<file path="src/rtl/ts_merge_pkg.sv">
`default_nettype none
// ============================================================================
//  Module      : ts_merge_pkg
//  Description : Shared types and constants for the timestamp merger.
//                - ts_entry_t   : layout of one buffered entry {data, fp} at
//                                 the default payload/fingerprint widths
//                - C_OVF_CNT_W  : width of each per-port drop counter
//                - ovf_sat_inc  : saturating increment for drop counters
//                Optional feature macro: TS_MERGE_OVF_CNT_EN
//  Revision    : 1.0  initial release
// ============================================================================
package ts_merge_pkg;

   localparam int C_DATA_W_DEF = 96;
   localparam int C_FP_W_DEF   = 8;
   localparam int C_OVF_CNT_W  = 16;

   // Entry layout: data in the upper bits, fingerprint in the lower bits.
   // The FIFOs store this same concatenation at the configured widths.
   typedef struct packed {
      logic [C_DATA_W_DEF-1:0] data;
      logic [C_FP_W_DEF-1:0]   fp;
   } ts_entry_t;

   function automatic logic [C_OVF_CNT_W-1:0] ovf_sat_inc(
      input logic [C_OVF_CNT_W-1:0] cnt
   );
      return (&cnt) ? cnt : cnt + 1'b1;
   endfunction

endpackage : ts_merge_pkg
`default_nettype wire

</file>
<file path="src/rtl/ts_merge_fifo.sv">
`default_nettype none
// ============================================================================
//  Module      : ts_merge_fifo
//  Description : Per-port circular buffer for the timestamp merger.
//                A push is accepted when not full, or when full and popped
//                in the same cycle. Read data is the current head (show-ahead).
//  Ports       : clk, rst_n    - clock, asynchronous active-low reset
//                i_push        - write request (input strobe)
//                i_wdata       - entry to write
//                i_pop         - remove head entry
//                o_rdata       - head entry
//                o_empty/o_full- occupancy flags
//  Revision    : 1.0  initial release
// ============================================================================
module ts_merge_fifo #(
   parameter int WIDTH = 104,
   parameter int DEPTH = 4
) (
   input  logic             clk,
   input  logic             rst_n,
   input  logic             i_push,
   input  logic [WIDTH-1:0] i_wdata,
   input  logic             i_pop,
   output logic [WIDTH-1:0] o_rdata,
   output logic             o_empty,
   output logic             o_full
);

   localparam int AW = $clog2(DEPTH);

   logic [WIDTH-1:0] r_mem [DEPTH];
   logic [AW-1:0]    r_wptr;
   logic [AW-1:0]    r_rptr;
   logic [AW:0]      r_cnt;

   logic w_wr;
   logic w_rd;

   assign o_empty = (r_cnt == '0);
   assign o_full  = (r_cnt == (AW+1)'(DEPTH));
   assign o_rdata = r_mem[r_rptr];

   // A full FIFO can still take a write when its head leaves this cycle.
   assign w_wr = i_push & (~o_full | i_pop);
   assign w_rd = i_pop & ~o_empty;

   // Pointers are AW bits wide and DEPTH is a power of two, so they wrap
   // naturally modulo DEPTH.
   always_ff @(posedge clk or negedge rst_n) begin
      if (!rst_n) begin
         r_wptr <= '0;
         r_rptr <= '0;
         r_cnt  <= '0;
      end else begin
         if (w_wr) r_wptr <= r_wptr + 1'b1;
         if (w_rd) r_rptr <= r_rptr + 1'b1;
         case ({w_wr, w_rd})
            2'b10:   r_cnt <= r_cnt + 1'b1;
            2'b01:   r_cnt <= r_cnt - 1'b1;
            default: r_cnt <= r_cnt;
         endcase
      end
   end

   // Storage needs no reset: contents are only visible through the counters.
   always_ff @(posedge clk) begin
      if (w_wr) r_mem[r_wptr] <= i_wdata;
   end

endmodule : ts_merge_fifo
`default_nettype wire

</file>
<file path="src/rtl/ts_merge_rr.sv">
`default_nettype none
// ============================================================================
//  Module      : ts_merge_rr
//  Description : Merges NUM_PORTS timestamp streams into one output stream.
//                Each port has a FIFO_DEPTH buffer (no input backpressure;
//                inputs arriving at a full buffer are dropped and flagged).
//                A single output register is refilled round-robin starting
//                after the last granted port.
//  Ports       : clk, rst_n   - clock, asynchronous active-low reset
//                i_ts_valid   - per-port input strobe
//                i_ts_data    - packed per-port timestamps
//                i_ts_fp      - packed per-port fingerprints
//                o_ts_valid   - merged output valid
//                i_ts_ready   - downstream ready
//                o_ts_data    - merged timestamp
//                o_ts_fp      - merged fingerprint
//                o_ts_port    - source port of current output
//                o_fifo_full  - per-port buffer full flags
//                o_drop       - per-port one-cycle drop pulse
//                o_ovf_cnt    - per-port saturating drop counters
//                               (only with TS_MERGE_OVF_CNT_EN defined)
//  Revision    : 1.0  initial release
// ============================================================================
module ts_merge_rr
   import ts_merge_pkg::*;
#(
   parameter int DATA_WIDTH = 96,
   parameter int FP_WIDTH   = 8,
   parameter int NUM_PORTS  = 8,
   parameter int FIFO_DEPTH = 4
) (
   input  logic                             clk,
   input  logic                             rst_n,
   input  logic [NUM_PORTS-1:0]             i_ts_valid,
   input  logic [NUM_PORTS*DATA_WIDTH-1:0]  i_ts_data,
   input  logic [NUM_PORTS*FP_WIDTH-1:0]    i_ts_fp,
   output logic                             o_ts_valid,
   input  logic                             i_ts_ready,
   output logic [DATA_WIDTH-1:0]            o_ts_data,
   output logic [FP_WIDTH-1:0]              o_ts_fp,
   output logic [$clog2(NUM_PORTS)-1:0]     o_ts_port,
   output logic [NUM_PORTS-1:0]             o_fifo_full,
   output logic [NUM_PORTS-1:0]             o_drop
`ifdef TS_MERGE_OVF_CNT_EN
   ,
   output logic [NUM_PORTS*C_OVF_CNT_W-1:0] o_ovf_cnt
`endif
);

   localparam int PW = $clog2(NUM_PORTS);
   localparam int EW = DATA_WIDTH + FP_WIDTH;

   logic [NUM_PORTS-1:0][EW-1:0] w_wdata;
   logic [NUM_PORTS-1:0][EW-1:0] w_rdata;
   logic [NUM_PORTS-1:0]         w_empty;
   logic [NUM_PORTS-1:0]         w_full;
   logic [NUM_PORTS-1:0]         w_pop;
   logic [NUM_PORTS-1:0]         w_drop_nxt;
   logic                         w_any;
   logic [PW-1:0]                w_grant;
   logic                         w_load;

   logic                         r_valid;
   logic [DATA_WIDTH-1:0]        r_data;
   logic [FP_WIDTH-1:0]          r_fp;
   logic [PW-1:0]                r_port;
   logic [PW-1:0]                r_last;
   logic [NUM_PORTS-1:0]         r_drop;

   // ------------------------------------------------------------------------
   // Per-port buffers
   // ------------------------------------------------------------------------
   generate
      for (genvar g = 0; g < NUM_PORTS; g++) begin : g_port
         assign w_wdata[g] = {i_ts_data[g*DATA_WIDTH +: DATA_WIDTH],
                              i_ts_fp[g*FP_WIDTH +: FP_WIDTH]};

         ts_merge_fifo #(
            .WIDTH (EW),
            .DEPTH (FIFO_DEPTH)
         ) u_fifo (
            .clk     (clk),
            .rst_n   (rst_n),
            .i_push  (i_ts_valid[g]),
            .i_wdata (w_wdata[g]),
            .i_pop   (w_pop[g]),
            .o_rdata (w_rdata[g]),
            .o_empty (w_empty[g]),
            .o_full  (w_full[g])
         );

         // Dropped only if the head is not leaving in the same cycle.
         assign w_drop_nxt[g] = i_ts_valid[g] & w_full[g] & ~w_pop[g];
      end
   endgenerate

   // ------------------------------------------------------------------------
   // Round-robin search: first non-empty port at (r_last + 1 + i) mod N.
   // The sum is at most 2N-1, which fits PW+1 bits, so one conditional
   // subtraction implements the modulo for any N.
   // ------------------------------------------------------------------------
   always_comb begin
      logic [PW:0] v_sum;
      logic [PW-1:0] v_idx;
      w_any   = 1'b0;
      w_grant = '0;
      v_sum   = '0;
      v_idx   = '0;
      for (int i = 0; i < NUM_PORTS; i++) begin
         v_sum = {1'b0, r_last} + (PW+1)'(i) + (PW+1)'(1);
         if (v_sum >= (PW+1)'(NUM_PORTS)) v_sum = v_sum - (PW+1)'(NUM_PORTS);
         v_idx = v_sum[PW-1:0];
         if (!w_any && !w_empty[v_idx]) begin
            w_any   = 1'b1;
            w_grant = v_idx;
         end
      end
   end

   // Output register refills when empty or when its content is transferring.
   assign w_load = w_any & (~r_valid | i_ts_ready);

   always_comb begin
      w_pop = '0;
      if (w_load) w_pop[w_grant] = 1'b1;
   end

   // ------------------------------------------------------------------------
   // Output register
   // ------------------------------------------------------------------------
   always_ff @(posedge clk or negedge rst_n) begin
      if (!rst_n) begin
         r_valid <= 1'b0;
         r_data  <= '0;
         r_fp    <= '0;
         r_port  <= '0;
         r_last  <= PW'(NUM_PORTS - 1);
         r_drop  <= '0;
      end else begin
         r_drop <= w_drop_nxt;
         if (w_load) begin
            r_valid <= 1'b1;
            r_data  <= w_rdata[w_grant][EW-1:FP_WIDTH];
            r_fp    <= w_rdata[w_grant][FP_WIDTH-1:0];
            r_port  <= w_grant;
            r_last  <= w_grant;
         end else if (i_ts_ready) begin
            r_valid <= 1'b0;
         end
      end
   end

   assign o_ts_valid  = r_valid;
   assign o_ts_data   = r_data;
   assign o_ts_fp     = r_fp;
   assign o_ts_port   = r_port;
   assign o_fifo_full = w_full;
   assign o_drop      = r_drop;

`ifdef TS_MERGE_OVF_CNT_EN
   // ------------------------------------------------------------------------
   // Saturating per-port drop counters, updated with the drop pulse.
   // ------------------------------------------------------------------------
   generate
      for (genvar g = 0; g < NUM_PORTS; g++) begin : g_ovf
         logic [C_OVF_CNT_W-1:0] r_ovf;
         always_ff @(posedge clk or negedge rst_n) begin
            if (!rst_n)             r_ovf <= '0;
            else if (w_drop_nxt[g]) r_ovf <= ovf_sat_inc(r_ovf);
         end
         assign o_ovf_cnt[g*C_OVF_CNT_W +: C_OVF_CNT_W] = r_ovf;
      end
   endgenerate
`endif

endmodule : ts_merge_rr
`default_nettype wire
</file>
<file path="config.mk">
export PLATFORM = sky130hd
export DESIGN_NAME = ts_merge_rr
export DESIGN_NICKNAME = d
export VERILOG_FILES = /design/src/rtl/ts_merge_pkg.sv /design/src/rtl/ts_merge_fifo.sv /design/src/rtl/ts_merge_rr.sv
export SDC_FILE = /design/constraint.sdc
export NUM_CORES = 2
export LEC_CHECK = 0
export CAP_MARGIN = 20
export CORE_MARGIN = 4
export CORE_UTILIZATION = 40
export CTS_BUF_LIST = sky130_fd_sc_hd__clkbuf_8
export DETAILED_ROUTE_END_ITERATION = 10
export MAX_ROUTING_LAYER = met4
export PLACE_DENSITY_LB_ADDON = 0.08
export SETUP_SLACK_MARGIN = 0.02
export SYNTH_ARGS = -nofsm -noshare
export SYNTH_HDL_FRONTEND = slang
export SYNTH_HIERARCHICAL = 1
export SYNTH_SLANG_ARGS = --single-unit
</file>
<file path="constraint.sdc">
create_clock -name clk -period 7.6 [get_ports clk]
set_clock_uncertainty 0.05 [all_clocks]
set_input_delay 1.14 -clock clk [delete_from_list [all_inputs] [get_ports clk]]
set_output_delay 1.14 -clock clk [all_outputs]
set_load 0.01 [all_outputs]
</file>
==> results.ini <==
[run_status]
outcome = finished clean

[timing]
min_period_ns = 7.01
hold_violations = 0
worstMarginPinSlew_ns = 1.43
finalSetupTns_ns = 0
max_freq_mhz = 143
finalSetupViolCount = 0
rsz0062_at_grt = false
timing.final.max_slew_violations = 0
timing.final.crit_share = 0.922
hold_ws_ns = 0.435
relSlewSlack = 0.0441

[worst_setup_path]
cp.required_ns = 8.57
reg2reg_from = r_last[0]
critPathCapture = o_ts_data[35]
reg2reg_slack_ns = 0.59
path_max_fanout = 82
rr_endpoint = o_ts_data[35]
start_kind = flop
crit_path_end_kind = flop
crit_arrival_ns = 7.98
crit_start = r_last[0]
rr_worst_depth = 13
critPathKind = reg2reg

[cts]
clkLatencyLatePin_ns = 1.18
numClockSinks = 3503
tritoncts = done
cts_setup_buffers = 0
cts_made_buffers = 602
path_clk_slew_ns = 0.06
htree_levels = 6
cts-root-buf = clkbuf_8
cts_max_path_buffers = 4

[synth]
synth-edff-count = 3328
synthArstFlopShare = 0.0500
ys.flop_type = edfxtp_1
synthesis.nets = 6671
ys_ff_latch = 3503
syn_inst = 5777
seq_area_frac_synth = 0.771
yosysWarnings = 6
ys_types = 59
synthesis.area_um2 = 135000
syn_avg_cell_area_um2 = 23.4

[floorplanning]
ios = 967
num_rows = 213
core_um2 = 337000
start_util = 0.402
dieArea_um2 = 347000
die_height_um = 589
die_w_um = 589

[cells_and_area]
final_layout_size_suffix_gt1_frac = 0.247
final_area_um2 = 163000
nNetsFinal = 8188
area_growth_pct = 20.7

[place]
globalplace.congestion = 0.854
place_area_um2 = 152000
hpwl_um = 309000
port_buffers = 966

[global_routing]
grt_max_degree = 112
antenna_found_initial = 270
grt-ovfl-total = 0
grt_pass1_vias = 70200
grt_first_pass_wirelength_um = 596000
track_usage = 0.257

[route]
dr.first_iter.drc_count = 6961
avgViaCountPerCell = 5.56
route.final.wire_length_um = 441000
wl_per_cell_um = 35.5
first_pass_iters = 6
drtAntennaViolNets = 0
vias = 69100
drc = 0

[power]
power_uw = 70300
power_density_nw_per_um2 = 431
ir_drop_v = 0.000496
p_leak_uw = 0.0548

[job]
maxCapViolations = 0

[min_path]
hp-class = reg2reg

[layer usage]
metal | GRT usage | vias to the layer above | wire [um]
met5 | - | - | 0
met4 | 0.0687 | 0 | 12500
met1 | 0.352 | 37400 | 188000
met2 | 0.377 | 3000 | 200000
li1 | - | 28000 | -
met3 | 0.0759 | 743 | 40700
[cells in the mapped netlist, types with 4 or more instances]
master,n,share of area
buf_6,54,0.0045
mux4_2,847,0.14
o31a_2,8,0.00059
mux2_2,8,0.00067
xnor2_1,28,0.0018
clkbuf_1,83,0.0023
ha_1,43,0.0040
nand2_1,27,0.00075
mux2i_1,540,0.040
o21a_4,8,0.00089
inv_1,60,0.0017
clkbuf_4,8,0.00044
nor2_1,30,0.00083
and2_2,32,0.0018
nor3_1,15,0.00056
edfxtp_1,3328,0.74
buf_4,29,0.0016
nand4_1,4,0.00019
xor2_1,26,0.0017
fa_1,8,0.0012
or3b_1,9,0.00058
o22ai_1,103,0.0048
mux2_4,11,0.0012
nor4_1,4,0.00019
buf_2,131,0.0048
a221o_1,103,0.0076
dfrtp_1,172,0.032
nand3_1,5,0.00019
[how the worst min path moves through the flow]
stage                                          from                      endpoint  slack, ns  depth (start not counted)
final                                 o_ts_data[82]                 o_ts_data[82]       0.44                          2
after global routing                 i_ts_data[289]  g_port[3].u_fifo/r_mem[3][9]       0.46                          1
after CTS                               i_ts_fp[61]  g_port[7].u_fifo/r_mem[3][5]       0.37                          1
after detailed placement              o_ts_data[82]                 o_ts_data[82]       0.43                          2
after global placement                 o_ts_port[1]                  o_ts_port[1]       0.42                          1
after floorplan           g_port[3].u_fifo/r_cnt[2]     g_port[3].u_fifo/r_cnt[2]       0.43                          1
[logic make-up (layout without fill, tap and decap cells)]
family          after synthesis  after routing  synth area share
compound gates              254            254            0.0156
xor+xnor                     54             54           0.00350
fa+ha+maj                    51             51           0.00516
buf+inv                     368           2343            0.0155
flops                      3503           3503             0.771
mux                        1408           1408             0.183
other cells                   0            168                 0
simple gates                139            139           0.00576
[critical path: stages (launching register included)]
cell      delay (ns)
dfstp_2         0.87
inv_2           0.23
ha_1            1.11
mux4_2          0.65
nand4_1         0.17
a41oi_1         0.25
nand2_1         0.32
o221ai_1        0.33
nand2_8         0.30
buf_12          0.41
buf_12          0.52
mux2i_1         0.54
o22ai_1         0.42
a221o_1         0.36
[layout make-up]
type,instances,area (um2)
multi-input combinational,1906,28900
clock buffer,632,8700
timing repair buffer,1220,12800
fill,27600,173000
tap,4515,5650
clock inverter,430,2110
antenna,168,420
inverter,61,229
sequential,3503,104000
[per-stage QoR]
| stage | worst slack (ns) | cells | util |
|---|---|---|---|
| after detailed placement | 0.710 | 11200 | 0.451 |
| final | 0.593 | 12400 | 0.485 |
| after global placement | 0.841 | 11200 | 0.451 |
| after global routing | 0.399 | 12400 | 0.485 |
| after CTS | 0.748 | 12300 | 0.484 |
| after floorplan | 1.77 | 5777 | - |
[layout by cell type (no fill, tap or decap), types with 10 or more instances in the layout]
cell type / count
o22ai_1: 102
clkdlybuf4s50_1: 965
ha_1: 43
inv_6: 16
xnor2_1: 28
xor2_1: 26
and2_4: 32
clkinvlp_4: 10
clkinv_1: 96
nor3_1: 13
a221o_1: 103
clkinv_2: 36
buf_4: 154
clkbuf_8: 632
dfrtp_1: 156
dfrtp_4: 16
edfxtp_1: 3328
nand2_1: 27
nor2_1: 30
buf_12: 97
diode_2: 168
mux2i_1: 540
mux2_4: 11
inv_8: 13
mux4_2: 847
inv_1: 308
[registers in the layout, summed over array words and instances, names as in the netlist]
name / cells
o_ts_port: 3
g_port.u_fifo/r_cnt: 24
o_drop: 8
o_ts_valid: 1
g_port.u_fifo/r_mem: 3328
o_ts_data: 96
g_port.u_fifo/r_wptr: 16
r_last: 3
o_ts_fp: 8
g_port.u_fifo/r_rptr: 16
[report_power, final]
group          internal (uW)  leakage, uW  total, uW  switching [uW]
sequential             25700       0.0326      27700            1980
clock                   7930      0.00644      15600            7650
combinational          10800       0.0158      27000           16200
[timing repair]
action	4_1_cts	5_1_grt
gates resized for setup	0	0
hold buffers	1	0
endpoints found under the hold margin	7	0
(Power assumes the default switching activity.)
